File: src/rtl/code_frame_ctrl.sv
// Frame controller for the 2-out-of-5 code detector: deserialises 5-bit words,
// checks each, and counts legal/illegal words per frame. Optional early abort: CODE_FRAME_ABORT_EN.
module code_frame_ctrl #(
  parameter int NWORDS = 8,
  parameter int CNT_W  = 8
) (
  input  logic             i_clk,
  input  logic             i_rst_n,
  input  logic             i_start,
  input  logic             i_ser_in,
  input  logic             i_ser_valid,
  output logic [4:0]       o_word,
  output logic             o_word_valid,
  output logic             o_word_ok,
  output logic [CNT_W-1:0] o_ok_cnt,
  output logic [CNT_W-1:0] o_err_cnt,
  output logic             o_busy,
  output logic             o_done
`ifdef CODE_FRAME_ABORT_EN
  ,
  output logic             o_aborted
`endif
);

  localparam int WC_W = (NWORDS < 2) ? 1 : $clog2(NWORDS + 1);

  typedef enum logic [1:0] {S_IDLE, S_SHIFT, S_FIN} state_t;

  state_t           r_state;
  state_t           w_next;
  logic [3:0]       r_sreg;
  logic [2:0]       r_bit_cnt;
  logic [WC_W-1:0]  r_word_cnt;
  logic [4:0]       r_word;
  logic             r_word_valid;
  logic             r_word_ok;
  logic [CNT_W-1:0] r_ok_cnt;
  logic [CNT_W-1:0] r_err_cnt;
  logic             r_done;

  logic       w_accept;
  logic       w_complete;
  logic [4:0] w_word;
  logic       w_ok;
  logic       w_last;
  logic       w_abort;

  function automatic logic [CNT_W-1:0] sat_inc(input logic [CNT_W-1:0] v);
    return (&v) ? v : v + 1'b1;
  endfunction

  function automatic logic [2:0] popcnt5(input logic [4:0] v);
    return 3'(v[0]) + 3'(v[1]) + 3'(v[2]) + 3'(v[3]) + 3'(v[4]);
  endfunction

  assign w_accept   = (r_state == S_SHIFT) && i_ser_valid;
  assign w_word     = {r_sreg, i_ser_in};
  assign w_complete = w_accept && (r_bit_cnt == 3'd4);
  assign w_ok       = (popcnt5(w_word) == 3'd2);
  assign w_last     = (r_word_cnt == WC_W'(NWORDS - 1));
`ifdef CODE_FRAME_ABORT_EN
  assign w_abort    = !w_ok;
`else
  assign w_abort    = 1'b0;
`endif

  always_comb begin
    w_next = r_state;
    case (r_state)
      S_IDLE:  if (i_start) w_next = S_SHIFT;
      S_SHIFT: if (w_complete && (w_last || w_abort)) w_next = S_FIN;
      S_FIN:   w_next = S_IDLE;
      default: w_next = S_IDLE;
    endcase
  end

  always_ff @(posedge i_clk or negedge i_rst_n) begin
    if (!i_rst_n) r_state <= S_IDLE;
    else          r_state <= w_next;
  end

  // word assembly, verdict and per-frame counters
  always_ff @(posedge i_clk or negedge i_rst_n) begin
    if (!i_rst_n) begin
      r_sreg       <= '0;
      r_bit_cnt    <= '0;
      r_word_cnt   <= '0;
      r_word       <= '0;
      r_word_valid <= 1'b0;
      r_word_ok    <= 1'b0;
      r_ok_cnt     <= '0;
      r_err_cnt    <= '0;
      r_done       <= 1'b0;
    end else begin
      r_word_valid <= w_complete;
      r_done       <= (r_state == S_FIN);
      if ((r_state == S_IDLE) && i_start) begin
        r_ok_cnt   <= '0;
        r_err_cnt  <= '0;
        r_bit_cnt  <= '0;
        r_word_cnt <= '0;
      end else if (w_accept) begin
        r_sreg <= w_word[3:0];
        if (r_bit_cnt == 3'd4) begin
          r_bit_cnt  <= '0;
          r_word_cnt <= r_word_cnt + 1'b1;
          r_word     <= w_word;
          r_word_ok  <= w_ok;
          if (w_ok) r_ok_cnt  <= sat_inc(r_ok_cnt);
          else      r_err_cnt <= sat_inc(r_err_cnt);
        end else begin
          r_bit_cnt <= r_bit_cnt + 1'b1;
        end
      end
    end
  end

`ifdef CODE_FRAME_ABORT_EN
  logic r_aborted;

  // FIN reached with an illegal last word only happens through an abort
  always_ff @(posedge i_clk or negedge i_rst_n) begin
    if (!i_rst_n)                          r_aborted <= 1'b0;
    else if ((r_state == S_IDLE) && i_start) r_aborted <= 1'b0;
    else if ((r_state == S_FIN) && !r_word_ok) r_aborted <= 1'b1;
  end

  assign o_aborted = r_aborted;
`endif

  assign o_word       = r_word;
  assign o_word_valid = r_word_valid;
  assign o_word_ok    = r_word_ok;
  assign o_ok_cnt     = r_ok_cnt;
  assign o_err_cnt    = r_err_cnt;
  assign o_busy       = (r_state == S_SHIFT);
  assign o_done       = r_done;

endmodule

File: config.mk
export PLATFORM = sky130hd
export DESIGN_NAME = code_frame_ctrl
export DESIGN_NICKNAME = d
export VERILOG_FILES = /design/src/rtl/code_frame_ctrl.sv
export SDC_FILE = /design/constraint.sdc
export NUM_CORES = 1
export LEC_CHECK = 0
export CAP_MARGIN = 20
export CORE_MARGIN = 2
export CORE_UTILIZATION = 53
export CTS_BUF_LIST = sky130_fd_sc_hd__clkbuf_8
export DETAILED_ROUTE_END_ITERATION = 16
export GPL_TIMING_DRIVEN = 0
export PLACE_DENSITY = 0.79
export SYNTH_ARGS = -nofsm -noshare
export SYNTH_HDL_FRONTEND = slang
export SYNTH_SLANG_ARGS = --single-unit
File: constraint.sdc
create_clock -name i_clk -period 3.1 [get_ports i_clk]
set_clock_uncertainty 0.05 [all_clocks]
set_input_delay 0.62 -clock i_clk [delete_from_list [all_inputs] [get_ports i_clk]]
set_output_delay 0.62 -clock i_clk [all_outputs]
set_load 0.1 [all_outputs]
==> impl_metrics.py, run 1 <==
metrics = {
    "synth": {
        "synth-main-ff-cell": "dfrtp_1",
        "avgSynthCellArea_um2": 10.0,
        "synth_cell_types": 39,
        "netlist_area_mm2": 0.00189,
        "yosysTopAreaCell": "dfrtp_1",
        "ys_ff_latch": 37,
        "ys_seq_area_frac": 0.491,
        "synthTopCellsByArea": "dfrtp_1, nand2_1, o21ai_0",
        "postSynth.asyncResetShare": 1.00,
        "synth_top_area_frac": 0.491,
        "syn_nets": 201,
        "synth-edff-count": 0,
        "yosysWarnings": 0,
        "postSynthCellCount": 188,
    },
    "setup_path": {
        "start_kind": "register",
        "reg2reg_from": "r_sreg[0]",
        "crit_path_max_incr_delay_ns": 1.12,
        "reg2reg_slack_ns": 0.46,
        "critPathMaxFanout": 6,
        "cp.required_ns": 2.43,
        "worstSetupPathType": "reg2out",
        "worstRegToRegCells": 9,
        "slowest_stage": "clkdlybuf4s50_1",
        "cp_cell_sequence": "or2b_1 -> inv_1 -> clkdlybuf4s50_1",
        "crit_arrival_ns": 2.16,
        "reg2reg_to": "o_ok_cnt[4]",
        "end_kind": "primary output",
    },
    "die": {
        "core_area_mm2": 0.00339,
        "row_count": 21,
        "die_area_mm2": 0.00405,
        "io_pins": 30,
        "die_h_um": 63.7,
        "dieWidth_um": 63.7,
        "initial_utilization": 0.557,
    },
    "sta": {
        "worst_slack_ns": 0.273,
        "fin_crit_ns": 2.83,
        "worst_pin_slew_ns": 0.996,
        "max_freq_mhz": 354,
        "final-setup-viol-count": 0,
        "report.final.slew_viol_count": 0,
        "fin_crit_sh": 0.912,
        "setup_tns_ns": 0,
        "hold_viol_final": 0,
        "rsz0062_at_grt": "false",
        "slew_headroom": 0.334,
    },
    "layout": {
        "antenna_cells": 0,
        "fin_cells": 272,
        "syn2layout_area_growth_pct": 25.5,
        "postLayoutCellArea_mm2": 0.00237,
        "drive_above_1_share": 0.133,
        "layout.nets": 238,
    },
    "power": {
        "power_density_mw_per_mm2": 1060,
        "ir_drop_mv": 0.643,
        "p_leak_nw": 1.03,
        "power_mw": 2.52,
    },
    "detailed_routing": {
        "viasPerCell": 5.81,
        "vias": 1581,
        "drtIter0Drc": 196,
        "finalWirelength_mm": 3.92,
        "drc": 0,
        "post_drt_wl_per_cell_um": 14.4,
        "ant_nets": 0,
        "drt-pass1-iter-count": 4,
    },
    "job": {
        "maxCapViolations": 0,
    },
    "clock_network": {
        "cts_hold_buf": 0,
        "cts_buffers": 5,
        "cts_tree": "built",
        "cts-root-buf": "clkbuf_8",
        "h-tree-depth": 2,
        "numClockSinks": 37,
        "clockBufferDepth": 2,
        "cts.clk_slew.worst_paths_ns": 0.07,
        "clock_latency_ns": 0.29,
    },
    "hold_path": {
        "worstHoldPathType": "in2async",
    },
    "global_routing": {
        "grt_pass1_vias": 1597,
        "grt_pass1_wl_mm": 7.03,
        "grt_use_total": 0.223,
        "antenna_found_initial": 0,
        "grt_max_degree": 38,
        "grt.overflow.total": 0,
    },
    "placement": {
        "place.port_buffers": 29,
        "place_hpwl_mm": 2.78,
        "place.gp.congestion": 0.861,
        "dp_slack_ns": -0.585,
        "dp.cells": 263,
        "place_area_mm2": 0.00223,
    },
    "status": {
        "status": "finished clean",
    },
}
-- cells in the mapped netlist (all sizes together), types with 2 or more instances --
master	count
a21oi	4
a31o	3
a31oi	3
and2	3
and3b	2
clkbuf	3
dfrtp	37
fa	2
ha	6
inv	15
mux2	5
mux2i	2
nand2	22
nand3	10
nand3b	4
nand4	3
nor2	11
nor3	6
o211ai	2
o21ai	16
o221ai	5
o31ai	3
or3	2
or4	6
xnor2	2
xor2	2
-- per-stage QoR --
stage / hold slack (ns) / util
floorplan: 0.274 / -
CTS: 0.395 / 0.697
global placement: 0.437 / 0.659
global route: 0.433 / 0.699
detailed placement: 0.443 / 0.658
finish: 0.358 / 0.699
-- placed cells by master, fill, tap and decap left out, types with 2 or more instances in the layout --
master           instances
nand2_1                 22
a21oi_1                  3
dfrtp_1                 37
mux2i_1                  2
o21ai_0                 15
o211ai_1                 2
clkdlybuf4s50_1         27
xnor2_1                  2
nor2_1                  10
a31oi_1                  3
inv_1                   15
ha_1                     6
or4_1                    5
nor3_1                   5
or3_1                    2
a31o_2                   3
nand3b_1                 3
o221ai_1                 5
o31ai_1                  3
and2_1                   2
xor2_1                   2
mux2_2                   5
clkbuf_1                 3
nand3_1                  8
clkbuf_8                 7
nand4_1                  3
-- critical path: cells and delay by family, from the launching register on --
kind          cells  cell delay [ns]
flops             1             0.42
simple gates      1             0.27
buf+inv           2             1.18
-- cell families after synthesis --
family	count (synthesis)	share of synthesized area
buffers and inverters	19	0.0418
flip-flops	37	0.491
adder cells (fa/ha/maj)	8	0.0610
AND/OR/NAND/NOR	76	0.223
AO/OA/AOI/OAI	37	0.125
XOR/XNOR	4	0.0186
multiplexers	7	0.0404
-- state kept, by name, summed over array words and instances, names as in the netlist --
register / count
o_done: 1
o_err_cnt: 8
o_ok_cnt: 8
o_word: 5
o_word_ok: 1
o_word_valid: 1
r_bit_cnt: 3
r_sreg: 4
r_state: 2
r_word_cnt: 4
-- final cells by class --
cell class / instances / area [um2]
Inverter: 15 / 56.3
Clock buffer: 7 / 96.3
Timing Repair Buffer: 30 / 295
Multi-Input combinational cell: 132 / 910
Buffer: 4 / 22.5
Fill cell: 251 / 1020
Clock inverter: 1 / 5.00
Tap cell: 46 / 57.6
Sequential cell: 37 / 926
-- power breakdown --
| group | leakage, nW | internal (mW) | switching, mW |
|---|---|---|---|
| registers | 0.476 | 0.631 | 0.136 |
| logic | 0.499 | 0.359 | 1.02 |
| clock network | 0.0542 | 0.201 | 0.168 |
-- timing repair --
| item | in CTS | in global routing |
|---|---|---|
| gates resized for setup | 7 | 2 |
| buffers inserted | 1 | 0 |
| cloned | 0 | 0 |
| pin swaps | 3 | 1 |
| setup endpoints to repair | 13 | 12 |
-- layer usage --
| layer | track usage | vias up | routed length [um] |
|---|---|---|---|
| met5 | 0 | - | 0 |
| met4 | 0.0842 | 0 | 59 |
| met3 | 0.0589 | 9 | 128 |
| met2 | 0.382 | 41 | 2020 |
| met1 | 0.268 | 774 | 1700 |
| li1 | - | 757 | - |
-- worst max-delay path by stage --
stage	to	slack, ns	cells after the start	startpoint
after floorplan	o_err_cnt[3]	0.28	9	i_ser_in
after global placement	o_err_cnt[4]	-0.48	10	i_ser_in
after detailed placement	o_err_cnt[4]	-0.59	10	i_ser_in
after CTS	o_ok_cnt[4]	-0.02	10	i_ser_in
after global routing	o_busy	0.17	3	r_state[0]
final	o_busy	0.27	3	r_state[0]
(Power assumes the default switching activity.)
==> run 2, diff against run 1 <==
--- a/config.mk
+++ b/config.mk
@@ -5,13 +5,13 @@
 export SDC_FILE = /design/constraint.sdc
 export NUM_CORES = 1
 export LEC_CHECK = 0
-export CAP_MARGIN = 20
+export CAP_MARGIN = 25
 export CORE_MARGIN = 2
-export CORE_UTILIZATION = 53
+export CORE_UTILIZATION = 55
 export CTS_BUF_LIST = sky130_fd_sc_hd__clkbuf_8
 export DETAILED_ROUTE_END_ITERATION = 16
 export GPL_TIMING_DRIVEN = 0
-export PLACE_DENSITY = 0.79
+export PLACE_DENSITY = 0.82
 export SYNTH_ARGS = -nofsm -noshare
 export SYNTH_HDL_FRONTEND = slang
 export SYNTH_SLANG_ARGS = --single-unit
==> run 2 against run 1 <==
Utilization grew 1.1 points. Maximum frequency down 2.6%. Routed wire length rose by 4.0%. Sequential power barely moved. Sequential share of layout area up 0.31 points. Combinational power is essentially flat. Count of clock-buffer cells in the layout fell by 2. Power down 1.2%. Critical path type is now in2reg.
==> impl_metrics.py, run 2 (synthesis gave the netlist of run 1 again) <==
metrics = {
    "status": {
        "status": "finished clean",
    },
    "die": {
        "io_pins": 30,
        "die_area_mm2": 0.00392,
        "core_area_mm2": 0.00331,
        "die_h_um": 62.6,
        "row_count": 21,
        "dieWidth_um": 62.6,
        "initial_utilization": 0.570,
    },
    "clock_network": {
        "cts_hold_buf": 0,
        "cts_buffers": 5,
        "numClockSinks": 37,
        "clock_latency_ns": 0.29,
        "h-tree-depth": 2,
        "cts-root-buf": "clkbuf_8",
        "cts_tree": "built",
        "clockBufferDepth": 2,
        "cts.clk_slew.worst_paths_ns": 0.08,
    },
    "detailed_routing": {
        "viasPerCell": 5.88,
        "drt-pass1-iter-count": 4,
        "ant_nets": 0,
        "drtIter0Drc": 83,
        "post_drt_wl_per_cell_um": 14.9,
        "finalWirelength_mm": 4.07,
        "vias": 1611,
        "drc": 0,
    },
    "global_routing": {
        "grt_pass1_wl_mm": 7.06,
        "grt.overflow.total": 0,
        "grt_pass1_vias": 1577,
        "grt_use_total": 0.226,
        "grt_max_degree": 38,
        "antenna_found_initial": 0,
    },
    "layout": {
        "syn2layout_area_growth_pct": 24.5,
        "final_core_util": 0.710,
        "drive_above_1_share": 0.127,
        "layout.nets": 240,
        "multi_input_area_um2": 902,
        "final_cell_mix": "dfrtp_1, clkdlybuf4s50_1, nand2_1",
        "postLayoutCellArea_mm2": 0.00235,
        "nFillCells": 271,
        "fin_cells": 274,
        "antenna_cells": 0,
        "final_common_cell": "dfrtp_1",
        "seq_area_um2": 926,
    },
    "placement": {
        "place.port_buffers": 29,
        "place.gp.congestion": 0.802,
        "dp.cells": 263,
        "place_area_mm2": 0.00223,
        "place_hpwl_mm": 2.86,
    },
    "setup_path": {
        "start_kind": "input port",
        "critPathMaxFanout": 5,
        "reg2reg_slack_ns": 0.39,
        "crit_arrival_ns": 3.05,
        "worstSetupPathType": "in2reg",
        "cp.required_ns": 3.25,
        "end_kind": "register",
    },
    "sta": {
        "hold_viol_final": 0,
        "final-setup-viol-count": 0,
        "report.final.slew_viol_count": 0,
        "rsz0062_at_grt": "false",
        "fin_crit_ns": 2.90,
        "slew_headroom": 0.343,
        "worst_pin_slew_ns": 0.982,
        "max_freq_mhz": 344,
        "fin_crit_sh": 0.936,
    },
    "power": {
        "ir_drop_mv": 0.652,
        "power_density_mw_per_mm2": 1060,
        "p_leak_nw": 1.01,
    },
    "job": {
        "maxCapViolations": 0,
    },
    "hold_path": {
        "worstHoldPathType": "in2async",
    },
}
==> run 2: stage by stage <==
| step | setup slack, ns | power, mW | hold WS [ns] | setup TNS (ns) |
|---|---|---|---|---|
| floorplan | 0.277 | 1.82 | 0.274 | 0 |
| global placement | -0.482 | 2.10 | 0.435 | -4.52 |
| detailed placement | -0.559 | 2.15 | 0.449 | -5.88 |
| CTS | 0.214 | 2.50 | 0.396 | 0 |
| global route | 0.0228 | 2.62 | 0.446 | 0 |
| finish | 0.197 | 2.49 | 0.369 | 0 |
==> run 2: worst max-delay path, cell delays in order <==
cell and delay, ns:
dlygate4sd2_1 0.24, inv_1 0.07, fa_1 0.49, fa_1 0.37, inv_1 0.07, ha_1 0.25
and3b_2 0.26, nor3_2 0.28, nand2_1 0.18, o31ai_1 0.23
==> run 2: report_power, final <==
part           internal (mW)  leakage [nW]  switching, mW  total [mW]
registers              0.631         0.476          0.137       0.768
clock network          0.155        0.0439          0.173       0.328
logic                  0.362         0.491           1.03        1.39
==> run 2: worst paths after layout <==
check / start / end / depth (start not counted)
worst max register to register: r_sreg[0] / o_err_cnt[4] / 9
worst min-delay path: i_rst_n / o_err_cnt[2] / 1
worst max-delay path: i_ser_in / o_err_cnt[4] / 10
worst min register to register: o_word[2] / o_word[2] / 1
max in group asynchronous: i_rst_n / r_bit_cnt[0] / 1
min in group i_clk: o_word[2] / o_word[2] / 1
==> run 2: cell type report <==
| type | count | share of cell area |
|---|---|---|
| repair buffers | 31 | 0.127 |
| plain buffers | 4 | 0.00958 |
| inverters | 15 | 0.0240 |
| clock inverters | 3 | 0.00745 |
| well taps | 46 | 0.0245 |
| clock buffers | 5 | 0.0293 |
| multi-input cells | 133 | 0.384 |
| flip-flops and latches | 37 | 0.394 |
==> run 2: repair_timing <==
item / 4_1_cts / 5_1_grt
setup buffers: 2 / 0
hold endpoints to repair: 0 / 0
setup endpoints to repair: 12 / 0
resized for setup: 5 / 0
==> run 2: routing by layer <==
metal,up-vias,share of wire,global-route usage
met1,793,0.44,0.284
met5,-,0,0
met2,56,0.49,0.378
met4,0,0.019,0.103
met3,9,0.048,0.0432
li1,753,-,-
